**src/rtl/lsu_bus_interface.sv**
```systemverilog
// ============================================================================
// Module   : lsu_bus_interface
// Brief    : Load/store bus interface for the multi-cycle RV32I MEM state.
//            One word-aligned access per request, ready handshake, timeout.
// Revision : 1.0 - initial release
// ============================================================================
`default_nettype none

module lsu_bus_interface #(
   parameter int TIMEOUT = 16
) (
   input  logic        clk,
   input  logic        rst,
   input  logic        i_req_rd,
   input  logic        i_req_wr,
   input  logic [31:0] i_addr,
   input  logic [31:0] i_wdata,
   input  logic [2:0]  i_funct3,
   output logic        o_stall,
   output logic        o_done,
   output logic        o_err,
   output logic [31:0] o_load_data,
   output logic        o_mem_req,
   output logic        o_mem_we,
   output logic [31:0] o_mem_addr,
   output logic [3:0]  o_mem_be,
   output logic [31:0] o_mem_wdata,
   input  logic        i_mem_ready,
   input  logic [31:0] i_mem_rdata
);

   localparam int c_cnt_w = (TIMEOUT > 1) ? $clog2(TIMEOUT + 1) : 1;
   localparam logic [c_cnt_w-1:0] c_tmo_last = c_cnt_w'(TIMEOUT - 1);

   typedef enum logic [1:0] {
      S_IDLE = 2'd0,
      S_REQ  = 2'd1,
      S_DONE = 2'd2
   } state_t;

   state_t             r_state;
   logic [2:0]         r_f3;
   logic [1:0]         r_lane;
   logic [c_cnt_w-1:0] r_cnt;
   logic               r_done;
   logic               r_err;
   logic [31:0]        r_load_data;
   logic               r_mem_req;
   logic               r_mem_we;
   logic [31:0]        r_mem_addr;
   logic [3:0]         r_mem_be;
   logic [31:0]        r_mem_wdata;

   logic               w_req_any;
   logic               w_illegal;
   logic               w_misaligned;
   logic               w_reject;
   logic [3:0]         w_be;
   logic [31:0]        w_wdata_rep;
   logic [31:0]        w_shift;
   logic [31:0]        w_ext;

   assign w_req_any    = i_req_rd | i_req_wr;
   assign w_illegal    = (i_funct3 == 3'b011) || (i_funct3 == 3'b110) || (i_funct3 == 3'b111)
                         || (i_req_wr && i_funct3[2]);
   assign w_misaligned = ((i_funct3[1:0] == 2'b01) && i_addr[0])
                         || ((i_funct3[1:0] == 2'b10) && (i_addr[1:0] != 2'b00));
   assign w_reject     = (i_req_rd & i_req_wr) | w_illegal | w_misaligned;

   always_comb begin
      w_be        = 4'b1111;
      w_wdata_rep = i_wdata;
      case (i_funct3[1:0])
         2'b00: begin
            w_be        = 4'b0001 << i_addr[1:0];
            w_wdata_rep = {4{i_wdata[7:0]}};
         end
         2'b01: begin
            w_be        = i_addr[1] ? 4'b1100 : 4'b0011;
            w_wdata_rep = {2{i_wdata[15:0]}};
         end
         default: ;
      endcase
   end

   // Bring the addressed lane down to bit 0 before extension.
   assign w_shift = i_mem_rdata >> {r_lane, 3'b000};

   always_comb begin
      w_ext = i_mem_rdata;
      case (r_f3)
         3'b000:  w_ext = {{24{w_shift[7]}}, w_shift[7:0]};
         3'b001:  w_ext = {{16{w_shift[15]}}, w_shift[15:0]};
         3'b100:  w_ext = {24'd0, w_shift[7:0]};
         3'b101:  w_ext = {16'd0, w_shift[15:0]};
         default: w_ext = i_mem_rdata;
      endcase
   end

   always_ff @(posedge clk) begin
      if (rst) begin
         r_state     <= S_IDLE;
         r_f3        <= 3'd0;
         r_lane      <= 2'd0;
         r_cnt       <= '0;
         r_done      <= 1'b0;
         r_err       <= 1'b0;
         r_load_data <= 32'd0;
         r_mem_req   <= 1'b0;
         r_mem_we    <= 1'b0;
         r_mem_addr  <= 32'd0;
         r_mem_be    <= 4'd0;
         r_mem_wdata <= 32'd0;
      end else begin
         r_done <= 1'b0;
         r_err  <= 1'b0;
         case (r_state)
            S_IDLE: begin
               if (w_req_any) begin
                  r_f3   <= i_funct3;
                  r_lane <= i_addr[1:0];
                  if (w_reject) begin
                     r_state <= S_DONE;
                     r_done  <= 1'b1;
                     r_err   <= 1'b1;
                  end else begin
                     r_state     <= S_REQ;
                     r_cnt       <= '0;
                     r_mem_req   <= 1'b1;
                     r_mem_we    <= i_req_wr;
                     r_mem_addr  <= {i_addr[31:2], 2'b00};
                     r_mem_be    <= w_be;
                     r_mem_wdata <= w_wdata_rep;
                  end
               end
            end
            S_REQ: begin
               if (i_mem_ready) begin
                  r_state   <= S_DONE;
                  r_done    <= 1'b1;
                  r_mem_req <= 1'b0;
                  if (!r_mem_we) begin
                     r_load_data <= w_ext;
                  end
               end else if ((TIMEOUT != 0) && (r_cnt == c_tmo_last)) begin
                  r_state   <= S_DONE;
                  r_done    <= 1'b1;
                  r_err     <= 1'b1;
                  r_mem_req <= 1'b0;
               end else begin
                  r_cnt <= r_cnt + 1'b1;
               end
            end
            S_DONE:  r_state <= S_IDLE;
            default: r_state <= S_IDLE;
         endcase
      end
   end

   assign o_stall     = ((r_state == S_IDLE) & w_req_any) | (r_state == S_REQ);
   assign o_done      = r_done;
   assign o_err       = r_err;
   assign o_load_data = r_load_data;
   assign o_mem_req   = r_mem_req;
   assign o_mem_we    = r_mem_we;
   assign o_mem_addr  = r_mem_addr;
   assign o_mem_be    = r_mem_be;
   assign o_mem_wdata = r_mem_wdata;

endmodule

`default_nettype wire

```
**config.mk**
```make
export PLATFORM = sky130hd
export DESIGN_NAME = lsu_bus_interface
export DESIGN_NICKNAME = d
export VERILOG_FILES = /design/src/rtl/lsu_bus_interface.sv
export SDC_FILE = /design/constraint.sdc
export NUM_CORES = 1
export LEC_CHECK = 0
export CAP_MARGIN = 5
export CORE_MARGIN = 2
export CORE_UTILIZATION = 36
export CTS_BUF_LIST = sky130_fd_sc_hd__clkbuf_8
export CTS_CLUSTER_DIAMETER = 120
export DETAILED_ROUTE_END_ITERATION = 8
export PLACE_DENSITY = 0.69
export SYNTH_ARGS = -nofsm -noshare
export SYNTH_HDL_FRONTEND = slang
export SYNTH_SLANG_ARGS = --single-unit
```
**constraint.sdc**
```tcl
create_clock -name clk -period 5.1 [get_ports clk]
set_clock_uncertainty 0.05 [all_clocks]
set_input_delay 1.02 -clock clk [delete_from_list [all_inputs] [get_ports clk]]
set_output_delay 1.02 -clock clk [all_outputs]
set_load 0.03 [all_outputs]
```
* Word level (Yosys, flattened, before mapping)
Cells that the tools add are included.
** Word-level totals
- Register bits after elaboration :: 114
- Bits of input ports :: 104
- Output and inout bits :: 105
- Word-level logic and storage cells :: 82
** Cells by class
- $add $sub $neg :: 1
- Equality and inequality tests :: 15
- Shift operators :: 2
- Multiplexer cells :: 26
- Bitwise logic cells :: 8
- Reductions and logical operators :: 18
** Operator list (count)
- $pmux 32 s4 :: 1
- $pmux 32 s2 :: 1
- $shr 32x5->16 :: 1
- $mux 5 :: 4
- $eq 3x3->1 const B :: 4
- $pmux 5 s2 :: 1
- $mux 1 :: 9
- $mux 2 :: 4
- $ne 2x2->1 const B :: 4
- $pmux 4 s2 :: 1
- $pmux 1 s2 :: 3
- $reduce_and 3->1 :: 2
- $add 5x1->5 const B :: 1
- $eq 5x4->1 const B :: 1
- $reduce_and 5->1 :: 1
- $eq 2x1->1 const B :: 2
- $logic_not 2->1 :: 2
- $logic_or 1x1->1 :: 4
- $mux 4 :: 1
- $or 1x1->1 :: 4
- $pmux 2 s2 :: 1
- $reduce_and 2->1 :: 2
- $reduce_and 4->1 :: 1
- $reduce_bool 2->1 :: 2
- 9 further kinds :: 13

* Logic depth before layout (Yosys ltp)
- Word-level depth :: 9
- Gate-level depth with buffers :: 8

* Worst setup path before layout
Ideal clock, no wire load.
- Path kind :: input to output
- Start point :: input port i_req_wr
- End point :: output port o_stall
- Arrival :: 1601 ps
- Path slack :: 2429 ps
- Stages on the path :: 2
- Path buffers :: 0
- Cell sequence :: nor2_1 a21oi_1
** Between the ends
- Word-level cells in the longest chain between the ends :: 3
** Ends and longest elaborated chain
- from (decl) :: line 15 : input logic i_req_wr,
- $or 1x1->1 :: line 63 : assign w_req_any = i_req_rd | i_req_wr;
- $and 1x1->1 :: line 160 : assign o_stall = ((r_state == S_IDLE) & w_req_any) | (r_state == S_REQ);
- $or 1x1->1 :: line 160
- to (decl) :: line 19 : output logic o_stall,
Every way passes these cells.

* Final worst setup path
Same ends and word-level chain as after synthesis.

==> flow_summary.html <==
<table>
<tr><th>Metric</th><th>Value</th></tr>
<tr><th colspan="2">Synthesis</th></tr>
<tr><td>Cell types with the largest area share after synthesis</td><td>sky130_fd_sc_hd__dfxtp_1 (45%), sky130_fd_sc_hd__nand2_1 (8.7%), sky130_fd_sc_hd__a21oi_1 (8.6%), sky130_fd_sc_hd__mux2i_1 (5.7%), sky130_fd_sc_hd__a211oi_1 (4.0%)</td></tr>
<tr><td>Cell type contributing the most total cell area after synthesis</td><td>sky130_fd_sc_hd__dfxtp_1</td></tr>
<tr><td>Yosys Warn Count</td><td>0</td></tr>
<tr><td>Syn Area/Cell</td><td>8.422 um^2</td></tr>
<tr><td>Post-synthesis sequential element count</td><td>114</td></tr>
<tr><td>Portion of the post-synthesis area used by sequential elements</td><td>45.01%</td></tr>
<tr><td>Area share of the largest cell type after synthesis</td><td>45.01%</td></tr>
<tr><td>Top flip-flop cell by instance count after synthesis</td><td>sky130_fd_sc_hd__dfxtp_1</td></tr>
<tr><td>Post-synthesis cell area</td><td>0.005070 mm^2</td></tr>
<tr><td>Most repeated cell in the gate-level netlist after synthesis</td><td>sky130_fd_sc_hd__nand2_1</td></tr>
<tr><td>Unique cell type count in the Yosys netlist</td><td>49</td></tr>
<tr><td>Post-synthesis async set-or-reset flop share</td><td>0%</td></tr>
<tr><td>Cell count after synthesis</td><td>602</td></tr>
<tr><td>Number of flops mapped to enable cells by yosys</td><td>0</td></tr>
<tr><td>Most frequent cells after synthesis</td><td>sky130_fd_sc_hd__nand2_1 (118), sky130_fd_sc_hd__dfxtp_1 (114), sky130_fd_sc_hd__a21oi_1 (87)</td></tr>
<tr><th colspan="2">Layout</th></tr>
<tr><td>Filler Cells Inserted</td><td>1220</td></tr>
<tr><td>Area used by sequential logic in the layout</td><td>0.002282 mm^2</td></tr>
<tr><td>Core utilization of the finished layout</td><td>54.88%</td></tr>
<tr><td>Share of post-route cells with drive strength above 1</td><td>6.431%</td></tr>
<tr><td>Relative area change from synthesis to final layout</td><td>49.68%</td></tr>
<tr><td>Multi-input gate area</td><td>0.002457 mm^2</td></tr>
<tr><td>Ant. Diodes</td><td>0</td></tr>
<tr><td>Final Net Count</td><td>886</td></tr>
<tr><th colspan="2">Global route</th></tr>
<tr><td>Antenna violations before repair</td><td>0</td></tr>
<tr><td>Overflow left after global routing</td><td>0</td></tr>
<tr><td>Maximum number of pins on one net before global-route repair</td><td>112</td></tr>
<tr><td>Number of global-route vias before repair</td><td>4952</td></tr>
<tr><td>Global-route total usage across every layer</td><td>21.08%</td></tr>
<tr><td>Wire length of the first global-routing pass</td><td>24.79 mm</td></tr>
<tr><th colspan="2">Worst setup path</th></tr>
<tr><td>CP Launch Type</td><td>input port</td></tr>
<tr><td>Worst-path maximum fanout</td><td>4</td></tr>
<tr><td>Setup crit end kind</td><td>output port</td></tr>
<tr><td>Worst setup path category</td><td>in -&gt; out</td></tr>
<tr><td>Critical path data required time</td><td>4030 ps</td></tr>
<tr><td>Slack of the worst reg-to-reg path</td><td>2490 ps</td></tr>
<tr><td>Arrival time at the worst endpoint</td><td>2480 ps</td></tr>
<tr><th colspan="2">Floorplan</th></tr>
<tr><td>Number of top-level pins</td><td>209</td></tr>
<tr><td>Die extent in y</td><td>122.7 um</td></tr>
<tr><td>Die X-Extent</td><td>122.7 um</td></tr>
<tr><td>Total die area</td><td>0.01505 mm^2</td></tr>
<tr><td>Starting Density</td><td>36.67%</td></tr>
<tr><td>Total number of placement rows</td><td>43</td></tr>
<tr><td>Area of the core region</td><td>0.01383 mm^2</td></tr>
<tr><th colspan="2">CTS</th></tr>
<tr><td>Clock root buffer</td><td>sky130_fd_sc_hd__clkbuf_8</td></tr>
<tr><td>Gates resized, CTS repair</td><td>0</td></tr>
<tr><td>Number of CTS-inserted buffers</td><td>17</td></tr>
<tr><td>Clock input transition at the sequential cells of the worst setup and hold paths</td><td>70 ps</td></tr>
<tr><td>CTS Buffer Depth</td><td>2</td></tr>
<tr><td>H-tree depth reported by CTS</td><td>4</td></tr>
<tr><td>TritonCTS Sinks</td><td>114</td></tr>
<tr><td>Hold-fix buffer count after cts</td><td>0</td></tr>
<tr><td>Source-to-sink clock delay at the later pin of the worst-skew pair</td><td>430 ps</td></tr>
<tr><td>Clock tree from TritonCTS</td><td>yes</td></tr>
<tr><td>Number of setup buffers added after CTS</td><td>0</td></tr>
<tr><th colspan="2">Timing</th></tr>
<tr><td>Least-Margin Pin Slew</td><td>1198 ps</td></tr>
<tr><td>Remaining max-slew budget at the tightest pin</td><td>20.15%</td></tr>
<tr><td>Unrepaired setup endpoints after global routing</td><td>no</td></tr>
<tr><td>Setup-violating endpoint count in the final report</td><td>0</td></tr>
<tr><td>Slack of the critical path</td><td>1545 ps</td></tr>
<tr><td>Number of hold violations in the final report</td><td>0</td></tr>
<tr><td>Clock period minus worst slack</td><td>3555 ps</td></tr>
<tr><td>Fmax</td><td>0.2813 GHz</td></tr>
<tr><td>Final worst path period share</td><td>69.70%</td></tr>
<tr><td>Total negative slack</td><td>0 ps</td></tr>
<tr><td>Max-slew violation count</td><td>0</td></tr>
<tr><th colspan="2">Power</th></tr>
<tr><td>Power density of the placed cells</td><td>320.6 mW/mm^2</td></tr>
<tr><td>Worst vdd rail ir drop</td><td>0.0001466 V</td></tr>
<tr><td>Leakage</td><td>2.671 nW</td></tr>
<tr><th colspan="2">Drt</th></tr>
<tr><td>Routed len/inst</td><td>16.65 um</td></tr>
<tr><td>Average vias per placed instance</td><td>5.280</td></tr>
<tr><td>Total number of vias</td><td>5137</td></tr>
<tr><td>Residual antenna-violating net count after detailed routing</td><td>0</td></tr>
<tr><td>Drt total wl</td><td>16.20 mm</td></tr>
<tr><td>Iteration-0 DRC Markers</td><td>313</td></tr>
<tr><td>DRC violation count after routing</td><td>0</td></tr>
<tr><td>Number of detailed-routing iterations run before antenna repair</td><td>6</td></tr>
<tr><th colspan="2">Worst hold path</th></tr>
<tr><td>HP Class</td><td>reg -&gt; reg</td></tr>
<tr><th colspan="2">Placement</th></tr>
<tr><td>Count of input and output buffers</td><td>206</td></tr>
<tr><td>Placed wire-length estimate after detailed placement</td><td>11.20 mm</td></tr>
<tr><td>Worst slack at placement</td><td>1501 ps</td></tr>
<tr><td>Global placer's final weighted congestion</td><td>0.8667</td></tr>
<tr><th colspan="2">Run</th></tr>
<tr><td>Max-Cap Viols</td><td>0</td></tr>
<tr><th colspan="2">Outcome</th></tr>
<tr><td>Status</td><td>complete, no violations</td></tr>
</table>
-- final cells by class --
cell class | count | share of cell area (%)
Inverter | 14 | 0.6925
Clock inverter | 12 | 2.457
Timing Repair Buffer | 211 | 27.80
Sequential cell | 114 | 30.07
Tap cell | 180 | 2.968
Clock buffer | 20 | 3.627
Multi-Input combinational cell | 422 | 32.38
-- kinds of logic (layout without fill, tap and decap cells) --
logic type,Yosys count,count (layout),synth area share [%]
AO/OA/AOI/OAI,195,195,25.44
AND/OR/NAND/NOR,193,193,16.02
flip-flops,114,114,45.01
buffers and inverters,67,257,6.787
multiplexers,30,30,6.170
adder cells (fa/ha/maj),2,2,0.4935
other,1,2,0.07397
-- critical path, cell delays in order --
cell and delay [ps]:
sky130_fd_sc_hd__clkdlybuf4s50_1 450, sky130_fd_sc_hd__nor2_1 290, sky130_fd_sc_hd__a21oi_1 110, sky130_fd_sc_hd__clkdlybuf4s50_1 610
-- state kept, by name, summed over array words and instances (netlist names) --
register,flops
o_mem_req,1
o_mem_be,4
o_mem_wdata,32
r_lane,2
r_cnt,5
o_mem_we,1
o_done,1
o_load_data,32
o_mem_addr,30
r_state,2
r_f3,3
o_err,1
-- final timing paths --
| check | from | to | cells after the start |
|---|---|---|---|
| setup / recovery | i_req_wr | o_stall | 4 |
| hold / removal | o_load_data[1] | o_load_data[1] | 2 |
| setup reg to reg | r_lane[0] | o_load_data[21] | 4 |
| hold reg to reg | o_load_data[1] | o_load_data[1] | 2 |
-- power breakdown --
part           total, mW  switching (mW)  internal, mW  leakage (nW)
registers          0.978          0.0426         0.936         0.927
logic              0.476           0.262         0.214          1.50
clock network      0.979           0.364         0.615         0.245
total               2.43           0.669          1.76          2.67
-- stage by stage --
stage | power (mW) | instances | hold WS, ps | area, um^2
detailed placement | 1.473 | 941 | 397.0 | 7127
floorplan | 1.265 | 603 | 397.6 | 5074
global placement | 1.464 | 941 | 391.4 | 7127
global route | 2.543 | 973 | 421.0 | 7589
CTS | 2.457 | 973 | 406.1 | 7589
finish | 2.433 | 973 | 401.1 | 7589
-- routing by layer --
metal / vias to the layer above / track usage [%] / share of wire [%]
met5: - / 0 / 0
met4: 0 / 7.399 / 1.3
met3: 18 / 7.853 / 9.0
met2: 190 / 35.98 / 48
met1: 2439 / 24.07 / 42
li1: 2490 / - / -
-- cell usage in the layout (no fill, tap or decap), types with 5 or more instances in the layout --
| cell | count |
|---|---|
| sky130_fd_sc_hd__a211oi_1 | 27 |
| sky130_fd_sc_hd__a21o_1 | 8 |
| sky130_fd_sc_hd__a21oi_1 | 87 |
| sky130_fd_sc_hd__a22oi_1 | 7 |
| sky130_fd_sc_hd__a311oi_2 | 6 |
| sky130_fd_sc_hd__buf_4 | 5 |
| sky130_fd_sc_hd__bufinv_16 | 5 |
| sky130_fd_sc_hd__clkbuf_8 | 20 |
| sky130_fd_sc_hd__clkdlybuf4s50_1 | 205 |
| sky130_fd_sc_hd__dfxtp_1 | 114 |
| sky130_fd_sc_hd__inv_1 | 13 |
| sky130_fd_sc_hd__mux2i_1 | 29 |
| sky130_fd_sc_hd__nand2_1 | 118 |
| sky130_fd_sc_hd__nor2_1 | 49 |
| sky130_fd_sc_hd__o211ai_1 | 15 |
| sky130_fd_sc_hd__o21ai_0 | 14 |
| sky130_fd_sc_hd__o221ai_1 | 8 |
| sky130_fd_sc_hd__o2bb2ai_1 | 8 |
(Power assumes the default switching activity.)
